`src/rtl/fb_hazard_ctrl_pkg.sv`:
```
// Shared encodings for the Firebird hazard scheduler: FSM states, register
// index width and the per-cycle pipeline control bundle.
package fb_hazard_ctrl_pkg;

  localparam int FB_REG_ADDR_W = 5;

  typedef enum logic [1:0] {
    S_RUN      = 2'd0,
    S_MEM_WAIT = 2'd1,
    S_ERR      = 2'd2
  } hz_state_t;

  typedef struct packed {
    logic pc_stall;
    logic if_id_stall;
    logic id_ex_stall;
    logic ex_mem_stall;
    logic if_id_flush;
    logic id_ex_flush;
    logic mem_wb_bubble;
    logic pc_redirect;
  } hz_ctl_t;

  function automatic hz_ctl_t hz_freeze();
    hz_ctl_t c;
    c               = '0;
    c.pc_stall      = 1'b1;
    c.if_id_stall   = 1'b1;
    c.id_ex_stall   = 1'b1;
    c.ex_mem_stall  = 1'b1;
    c.mem_wb_bubble = 1'b1;
    return c;
  endfunction

endpackage

```
`src/rtl/fb_mem_wait_timer.sv`:
```
// Saturating 8-bit wait counter. clr has priority and loads the inc bit,
// so clr&inc starts a fresh wait at 1; expire flags MEM_TIMEOUT-1.
module fb_mem_wait_timer #(
  parameter int MEM_TIMEOUT = 16
) (
  input  logic clk,
  input  logic clr,
  input  logic inc,
  output logic expire
);

  logic [7:0] cnt;

  always_ff @(posedge clk) begin
    if (clr)
      cnt <= {7'd0, inc};
    else if (inc && cnt != 8'hFF)
      cnt <= cnt + 8'd1;
  end

  assign expire = (cnt == 8'(MEM_TIMEOUT - 1));

endmodule

```
`src/rtl/fb_hazard_ctrl.sv`:
```
// Firebird 5-stage hazard scheduler: load-use bubbles, redirect flushes and
// the data-memory wait FSM. Optional perf counters under FB_HAZARD_PERF_EN.
module fb_hazard_ctrl
  import fb_hazard_ctrl_pkg::*;
#(
  parameter int MEM_TIMEOUT = 16,
  parameter int REG_ADDR_W  = FB_REG_ADDR_W
) (
  input  logic                  clk,
  input  logic                  rst,
  input  logic [REG_ADDR_W-1:0] id_rs1,
  input  logic [REG_ADDR_W-1:0] id_rs2,
  input  logic                  id_use_rs1,
  input  logic                  id_use_rs2,
  input  logic                  ex_mem_read,
  input  logic [REG_ADDR_W-1:0] ex_rd,
  input  logic                  ex_redirect,
  input  logic                  mem_req,
  input  logic                  dmem_ready,
  output logic                  pc_stall,
  output logic                  if_id_stall,
  output logic                  id_ex_stall,
  output logic                  ex_mem_stall,
  output logic                  if_id_flush,
  output logic                  id_ex_flush,
  output logic                  mem_wb_bubble,
  output logic                  pc_redirect,
  output logic                  mem_err,
  output logic [1:0]            state
`ifdef FB_HAZARD_PERF_EN
  ,
  output logic [31:0]           perf_stall_cnt,
  output logic [31:0]           perf_flush_cnt,
  output logic [31:0]           perf_bubble_cnt
`endif
);

  hz_state_t st_q, st_nxt;
  hz_ctl_t   ctl, run_ctl;
  logic      load_use, run_bubble, bubble;
  logic      t_clr, t_inc, t_expire, err_set;

  assign load_use = ex_mem_read && (ex_rd != '0) &&
                    ((id_use_rs1 && id_rs1 == ex_rd) ||
                     (id_use_rs2 && id_rs2 == ex_rd));

  // Redirect/load-use response, shared by S_RUN and the wait-exit cycle.
  always_comb begin
    run_ctl    = '0;
    run_bubble = 1'b0;
    if (ex_redirect) begin
      run_ctl.pc_redirect = 1'b1;
      run_ctl.if_id_flush = 1'b1;
      run_ctl.id_ex_flush = 1'b1;
    end else if (load_use) begin
      run_ctl.pc_stall    = 1'b1;
      run_ctl.if_id_stall = 1'b1;
      run_ctl.id_ex_flush = 1'b1;
      run_bubble          = 1'b1;
    end
  end

  always_comb begin
    ctl     = '0;
    bubble  = 1'b0;
    st_nxt  = st_q;
    t_clr   = 1'b0;
    t_inc   = 1'b0;
    err_set = 1'b0;
    unique case (st_q)
      S_RUN: begin
        if (mem_req && !dmem_ready) begin
          ctl    = hz_freeze();
          st_nxt = S_MEM_WAIT;
          t_clr  = 1'b1;
          t_inc  = 1'b1;
        end else begin
          ctl    = run_ctl;
          bubble = run_bubble;
        end
      end
      S_MEM_WAIT: begin
        if (dmem_ready) begin
          ctl    = run_ctl;
          bubble = run_bubble;
          st_nxt = S_RUN;
        end else begin
          ctl = hz_freeze();
          if (t_expire) begin
            st_nxt  = S_ERR;
            err_set = 1'b1;
          end else begin
            t_inc = 1'b1;
          end
        end
      end
      S_ERR:   ctl = hz_freeze();
      default: st_nxt = S_RUN;
    endcase
    if (rst) begin
      ctl    = '0;
      bubble = 1'b0;
    end
  end

  always_ff @(posedge clk) begin
    if (rst) begin
      st_q    <= S_RUN;
      mem_err <= 1'b0;
    end else begin
      st_q <= st_nxt;
      if (err_set)
        mem_err <= 1'b1;
    end
  end

  fb_mem_wait_timer #(.MEM_TIMEOUT(MEM_TIMEOUT)) u_timer (
    .clk    (clk),
    .clr    (rst | t_clr),
    .inc    (t_inc),
    .expire (t_expire)
  );

  assign pc_stall      = ctl.pc_stall;
  assign if_id_stall   = ctl.if_id_stall;
  assign id_ex_stall   = ctl.id_ex_stall;
  assign ex_mem_stall  = ctl.ex_mem_stall;
  assign if_id_flush   = ctl.if_id_flush;
  assign id_ex_flush   = ctl.id_ex_flush;
  assign mem_wb_bubble = ctl.mem_wb_bubble;
  assign pc_redirect   = ctl.pc_redirect;
  assign state         = st_q;

`ifdef FB_HAZARD_PERF_EN
  always_ff @(posedge clk) begin
    if (rst) begin
      perf_stall_cnt  <= '0;
      perf_flush_cnt  <= '0;
      perf_bubble_cnt <= '0;
    end else if (st_q != S_ERR) begin
      perf_stall_cnt  <= perf_stall_cnt  + 32'(ctl.pc_stall);
      perf_flush_cnt  <= perf_flush_cnt  + 32'(ctl.pc_redirect);
      perf_bubble_cnt <= perf_bubble_cnt + 32'(bubble);
    end
  end
`else
  logic unused_bubble;
  assign unused_bubble = bubble;
`endif

endmodule

```
`config.mk`:
```
export PLATFORM = sky130hd
export DESIGN_NAME = fb_hazard_ctrl
export DESIGN_NICKNAME = d
export VERILOG_FILES = /design/src/rtl/fb_hazard_ctrl_pkg.sv /design/src/rtl/fb_mem_wait_timer.sv /design/src/rtl/fb_hazard_ctrl.sv
export SDC_FILE = /design/constraint.sdc
export NUM_CORES = 1
export LEC_CHECK = 0
export ABC_CLOCK_PERIOD_IN_PS = 2800
export BUFFER_PORTS_ARGS = -buffer_cell sky130_fd_sc_hd__buf_2
export CELL_PAD_IN_SITES_DETAIL_PLACEMENT = 1
export CELL_PAD_IN_SITES_GLOBAL_PLACEMENT = 2
export CORE_AREA = 2 2 58 60
export CTS_BUF_LIST = sky130_fd_sc_hd__clkbuf_2 sky130_fd_sc_hd__clkbuf_4 sky130_fd_sc_hd__clkbuf_8
export DETAILED_ROUTE_END_ITERATION = 10
export DIE_AREA = 0 0 60 62
export HOLD_SLACK_MARGIN = 0.05
export PLACE_DENSITY = 0.8
export SYNTH_ARGS = -nofsm -noshare
export SYNTH_HDL_FRONTEND = slang
export SYNTH_HIERARCHICAL = 1
export SYNTH_SLANG_ARGS = --single-unit
export TNS_END_PERCENT = 5
```
`constraint.sdc`:
```
create_clock -name clk -period 2.8 [get_ports clk]
set_clock_uncertainty 0.1 [all_clocks]
set_input_delay 0.14 -clock clk [delete_from_list [all_inputs] [get_ports clk]]
set_output_delay 0.14 -clock clk [all_outputs]
set_load 0.005 [all_outputs]
```
# Yosys cells after proc, flatten, opt, wreduce, memory -nomap -nowiden
# Index checks and enable logic that the tools add are counted.
# classes
addsub,1
n_mul,0
div,0
n_lt_le_gt_ge,0
n_eq_ne,8
shift,0
mux,23
bitwise_logic,2
reduce_logical,12
# op_table
cell,count
8-bit 2-to-1 mux,3
8-bit case mux with 3 select lines,1
1-bit 2-to-1 mux,12
5-bit == test,2
2-bit 2-to-1 mux,5
"8-bit by 1-bit adder with 8-bit output, second input constant",1
"8-bit by 4-bit == test with 1-bit output, second input constant",1
"8-bit != test, second input constant",1
1-bit logical AND,6
2-bit case mux with 3 select lines,1
5-bit nonzero test,1
"3-bit != test, second input constant",1
3-bit AND reduction,1
"2-bit by 1-bit == test with 1-bit output, second input constant",1
"2-bit == test, second input constant",1
2-bit logical NOT,1
"2-bit != test, second input constant",1
1-bit case mux with 2 select lines,1
2-bit nonzero test,1
1-bit logical NOT,1
1-bit logical OR,1
1-bit NOT,1
1-bit OR,1
# word_totals
register_bits,11
latch_bits,0
mem_bits_rw,0
rom_bits,0
in_bits,23
output_inout_bits,11
word_cells,50
n_memories,0

# Longest topological paths before layout
# logic_depth
depth_word,9
ltp_mapped,11
ltp_nobuf,9

# Hierarchy
# The synthesis kept the hierarchy.
# modules_own_cells
mod,n_inst,cells_each,area_per_inst_um2,seq_area_each_um2
fb_mem_wait_timer,1,48,466.7,170.2
fb_hazard_ctrl,1,45,339.1,60.1

# Least setup slack after synthesis
# No wires, ideal clock.
# synth_path
path_kind,register to register
from,register u_timer.cnt[0]
to,register u_timer.cnt[5]
setup_ns,0.121
arrival_time_ns,2.179
t_required_ns,2.579
setup_slack_ns,0.399
path_stages_with_launch,12
path_buffers,2
period_less_slack_ns,2.401
cell_sequence,edfxtp_1 ha_1 and3_1 buf_6 and2_1 inv_1 a21oi_1 nor3_1 buf_4 nand4_1 a211oi_2 mux2_4
# synth_between
elab_chain_len,5
word_cells_on_any_way,7
cone_classes,add/sub (1); eq/ne (2); mux (3); reduce/logical (1)
# synth_rtl
element,line_no,source
"start, declared",fb_mem_wait_timer.sv:12,logic [7:0] cnt;
"start signal, assigned",fb_mem_wait_timer.sv:16,"cnt <= {7'd0, inc};"
"start signal, assigned",fb_mem_wait_timer.sv:18,cnt <= cnt + 8'd1;
8-bit by 4-bit == test with 1-bit output,fb_mem_wait_timer.sv:21,assign expire = (cnt == 8'(MEM_TIMEOUT - 1));
net t_expire,fb_hazard_ctrl.sv:41,"logic t_clr, t_inc, t_expire, err_set;"
1-bit 2-to-1 mux,fb_hazard_ctrl.sv:89,if (t_expire) begin
1-bit 2-to-1 mux,fb_hazard_ctrl.sv:83,if (dmem_ready) begin
1-bit case mux with 2 select lines,fb_hazard_ctrl.sv:70,unique case (st_q)
net t_inc,fb_hazard_ctrl.sv:41,
1-bit logical AND,fb_mem_wait_timer.sv:17,else if (inc && cnt != 8'hFF)
# The timed path passes the listed nets, and every way through them passes these cells.
# A chain may end at the register's enable or synchronous reset.

# Final worst setup path
# Ends and elaborated chain as after synthesis.

==> run summary <==
Die width: 60 microns
Fillcell total: 394
Setup CP Type: register to register
Unrepaired setup endpoints after global routing: false
Initial antenna violation count: 0
Max clock buf depth: 2
Hold slack: 0.3545 ns
ANT cells: 0
First-pass GRT wire length: 3.374 mm
TritonCTS Buffers: 3
Worst Hold Class: register to register
Unique masters post-synth: 43
Post-layout util: 33.06%
Total power: 360.3 uW
Syn Area/Cell: 8.664 sq um
Ys async rst share: 0%
Sink Count: 11
Slew Limit Headroom: 65.89%
Area contributors post-synth: dfxtp_1 (25%), xor2_1 (8.7%), buf_4 (4.7%), a21oi_1 (4.3%), edfxtp_1 (3.7%)
Leading area contributor after synthesis: dfxtp_1
Hpwl dp: 1.643 mm
Post-CTS Setup Inserts: 0
Actual slew at the worst max-slew pin: 0.5045 ns
Clk pin slew, worst setup/hold paths: 0.07 ns
IO Pins: 34
Global route total overflow: 0
Pre-CTS setup slack: 0.4181 ns
NumNets Final: 153
Most frequent cells after synthesis: dfxtp_1 (10), nor2_1 (8), xor2_1 (8)
Clk_lat worst skew: 0.27 ns
Max_cap viols: 0
Count leader, synth: dfxtp_1
Syn Std Cell Area: 805.8 sq um
WL final: 2.051 mm
Syn Nets: 117
TritonCTS clock tree: built
DRC Markers: 0
Yosys warning total: 6
Final TNS setup: 0 ns
CP Launch Type: register
Router iterations before antenna repair: 4
Final-report setup violation count: 0
Via density: 4.557
FP Rows: 21
Register area share after synthesis: 28.57%
CP max FO: 4
Fin crit period: 2.401 ns
Tot GR Track Use: 11.53%
Ys flop type: dfxtp_1
Worst Path Arrival: 2.47 ns
Post-CTS Resized: 0
Max Freq: 0.4165 GHz
Pwr dens: 342.8 mW/mm^2
Area share of the largest cell type after synthesis: 24.84%
Core Footprint: 0.003179 sq mm
Initial Utilization: 25.34%
Share of layout cells above drive strength 1: 35.94%
# port buffers: 33
Status: finished clean
Via Count: 793
Peak supply drop: 0.1018 mV
Req. time, crit path: 2.86 ns
Htree depth: 1
GP Congestion: 0.7711
Vias in the first global route: 779
Cells after synthesis: 93
Final ANT Viol Nets: 0
Crit. End Element: register
Die Height: 62 microns
Root buf cell: clkbuf_4
Post-synth EDFFs: 1
Seq cells post-synth: 11
Die ar.: 0.003720 sq mm
PnR worst setup slack: 0.3989 ns
CTS Hold Bufs: 3
Period utilization: 85.75%
Area delta synth->final: 30.43%
Max Slew Vio Count: 0
Largest net degree at the start of global routing: 13
Final Hold Viols: 0
WL per Instance: 11.79 microns
Drt first-iter violations: 38
Leak Pwr: 0.4485 nW
[logic make-up (layout without fill, tap and decap cells)]
group	count (synthesis)	in the layout	synth area share, %
adders and majority gates	1	1	1.553
muxes	2	2	3.105
buffers and inverters	9	44	7.454
DFF	11	11	28.57
AOI/OAI and AO/OA	21	21	19.25
and+or+nand+nor	39	39	29.19
xor gates and xnor gates	10	10	10.87
[cell type report]
type                    instances  area (sq um)  share of cell area (%)
clock buffers                   4         30.03                   2.857
inverters                       2         7.507                  0.7143
multi-input cells              73         515.5                   49.05
flip-flops and latches         11         230.2                   21.90
well taps                      46         57.56                   5.476
repair buffers                 38         210.2                   20.00
[registers in the layout (all words and copies together), names as in the netlist]
name,count
u_timer/cnt,8
state,2
mem_err,1
[per-layer routing]
layer  share of wire [%]  GRT usage [%]  vias to the layer above
met2                  52          20.81                        5
li1                    -              -                      416
met4                0.73          3.175                        0
met5                   0              0                        -
met1                  47          15.32                      370
met3                0.39              0                        2
[worst max-delay path, stage by stage, from the launching register on]
cell and delay (ns):
edfxtp_1 0.43, ha_1 0.26, and3_1 0.20, and2_1 0.15, inv_1 0.06, a21oi_1 0.08, nor3_1 0.23, nand4_1 0.20
a211oi_2 0.27, mux2_4 0.32
[path summary, 6_finish.rpt]
check                  from        endpoint  slack, ns  cells after the start
max          u_timer/cnt[0]  u_timer/cnt[5]       0.40                      9
max reg2reg  u_timer/cnt[0]  u_timer/cnt[5]       0.40                      9
min reg2reg         mem_err         mem_err       0.35                      2
min                 mem_err         mem_err       0.35                      2
[through the flow]
stage	instance area, sq um	cells
6_report	1051	174
5_1_grt	1051	174
4_1_cts	1051	174
3_5_place_dp	991.0	167
3_3_place_gp	991.0	167
2_1_floorplan	805.8	93
[placed cells by master, fill, tap and decap left out, types with 2 or more instances in the layout]
cell type,Yosys,final
nand2b_1,3,3
buf_2,0,33
nor2_1,8,8
nor2b_1,2,2
nor3_1,2,2
a21oi_1,7,7
buf_4,5,2
a21o_1,2,2
xor2_1,8,8
dlygate4sd3_1,0,3
nand3_1,3,3
and3_1,2,2
clkbuf_4,0,4
or4_1,2,2
dfxtp_1,10,10
nand2_1,2,2
inv_1,2,2
xnor2_1,2,2
nor4_1,4,4
a211oi_1,2,2
nor4b_1,2,2
[power breakdown]
group	total (mW)	internal, mW	switching [mW]
logic	0.0731	0.0374	0.0357
clock network	0.120	0.0649	0.0550
registers	0.167	0.163	0.00424
total	0.360	0.265	0.0949
Power figures use the tool's default switching activity.
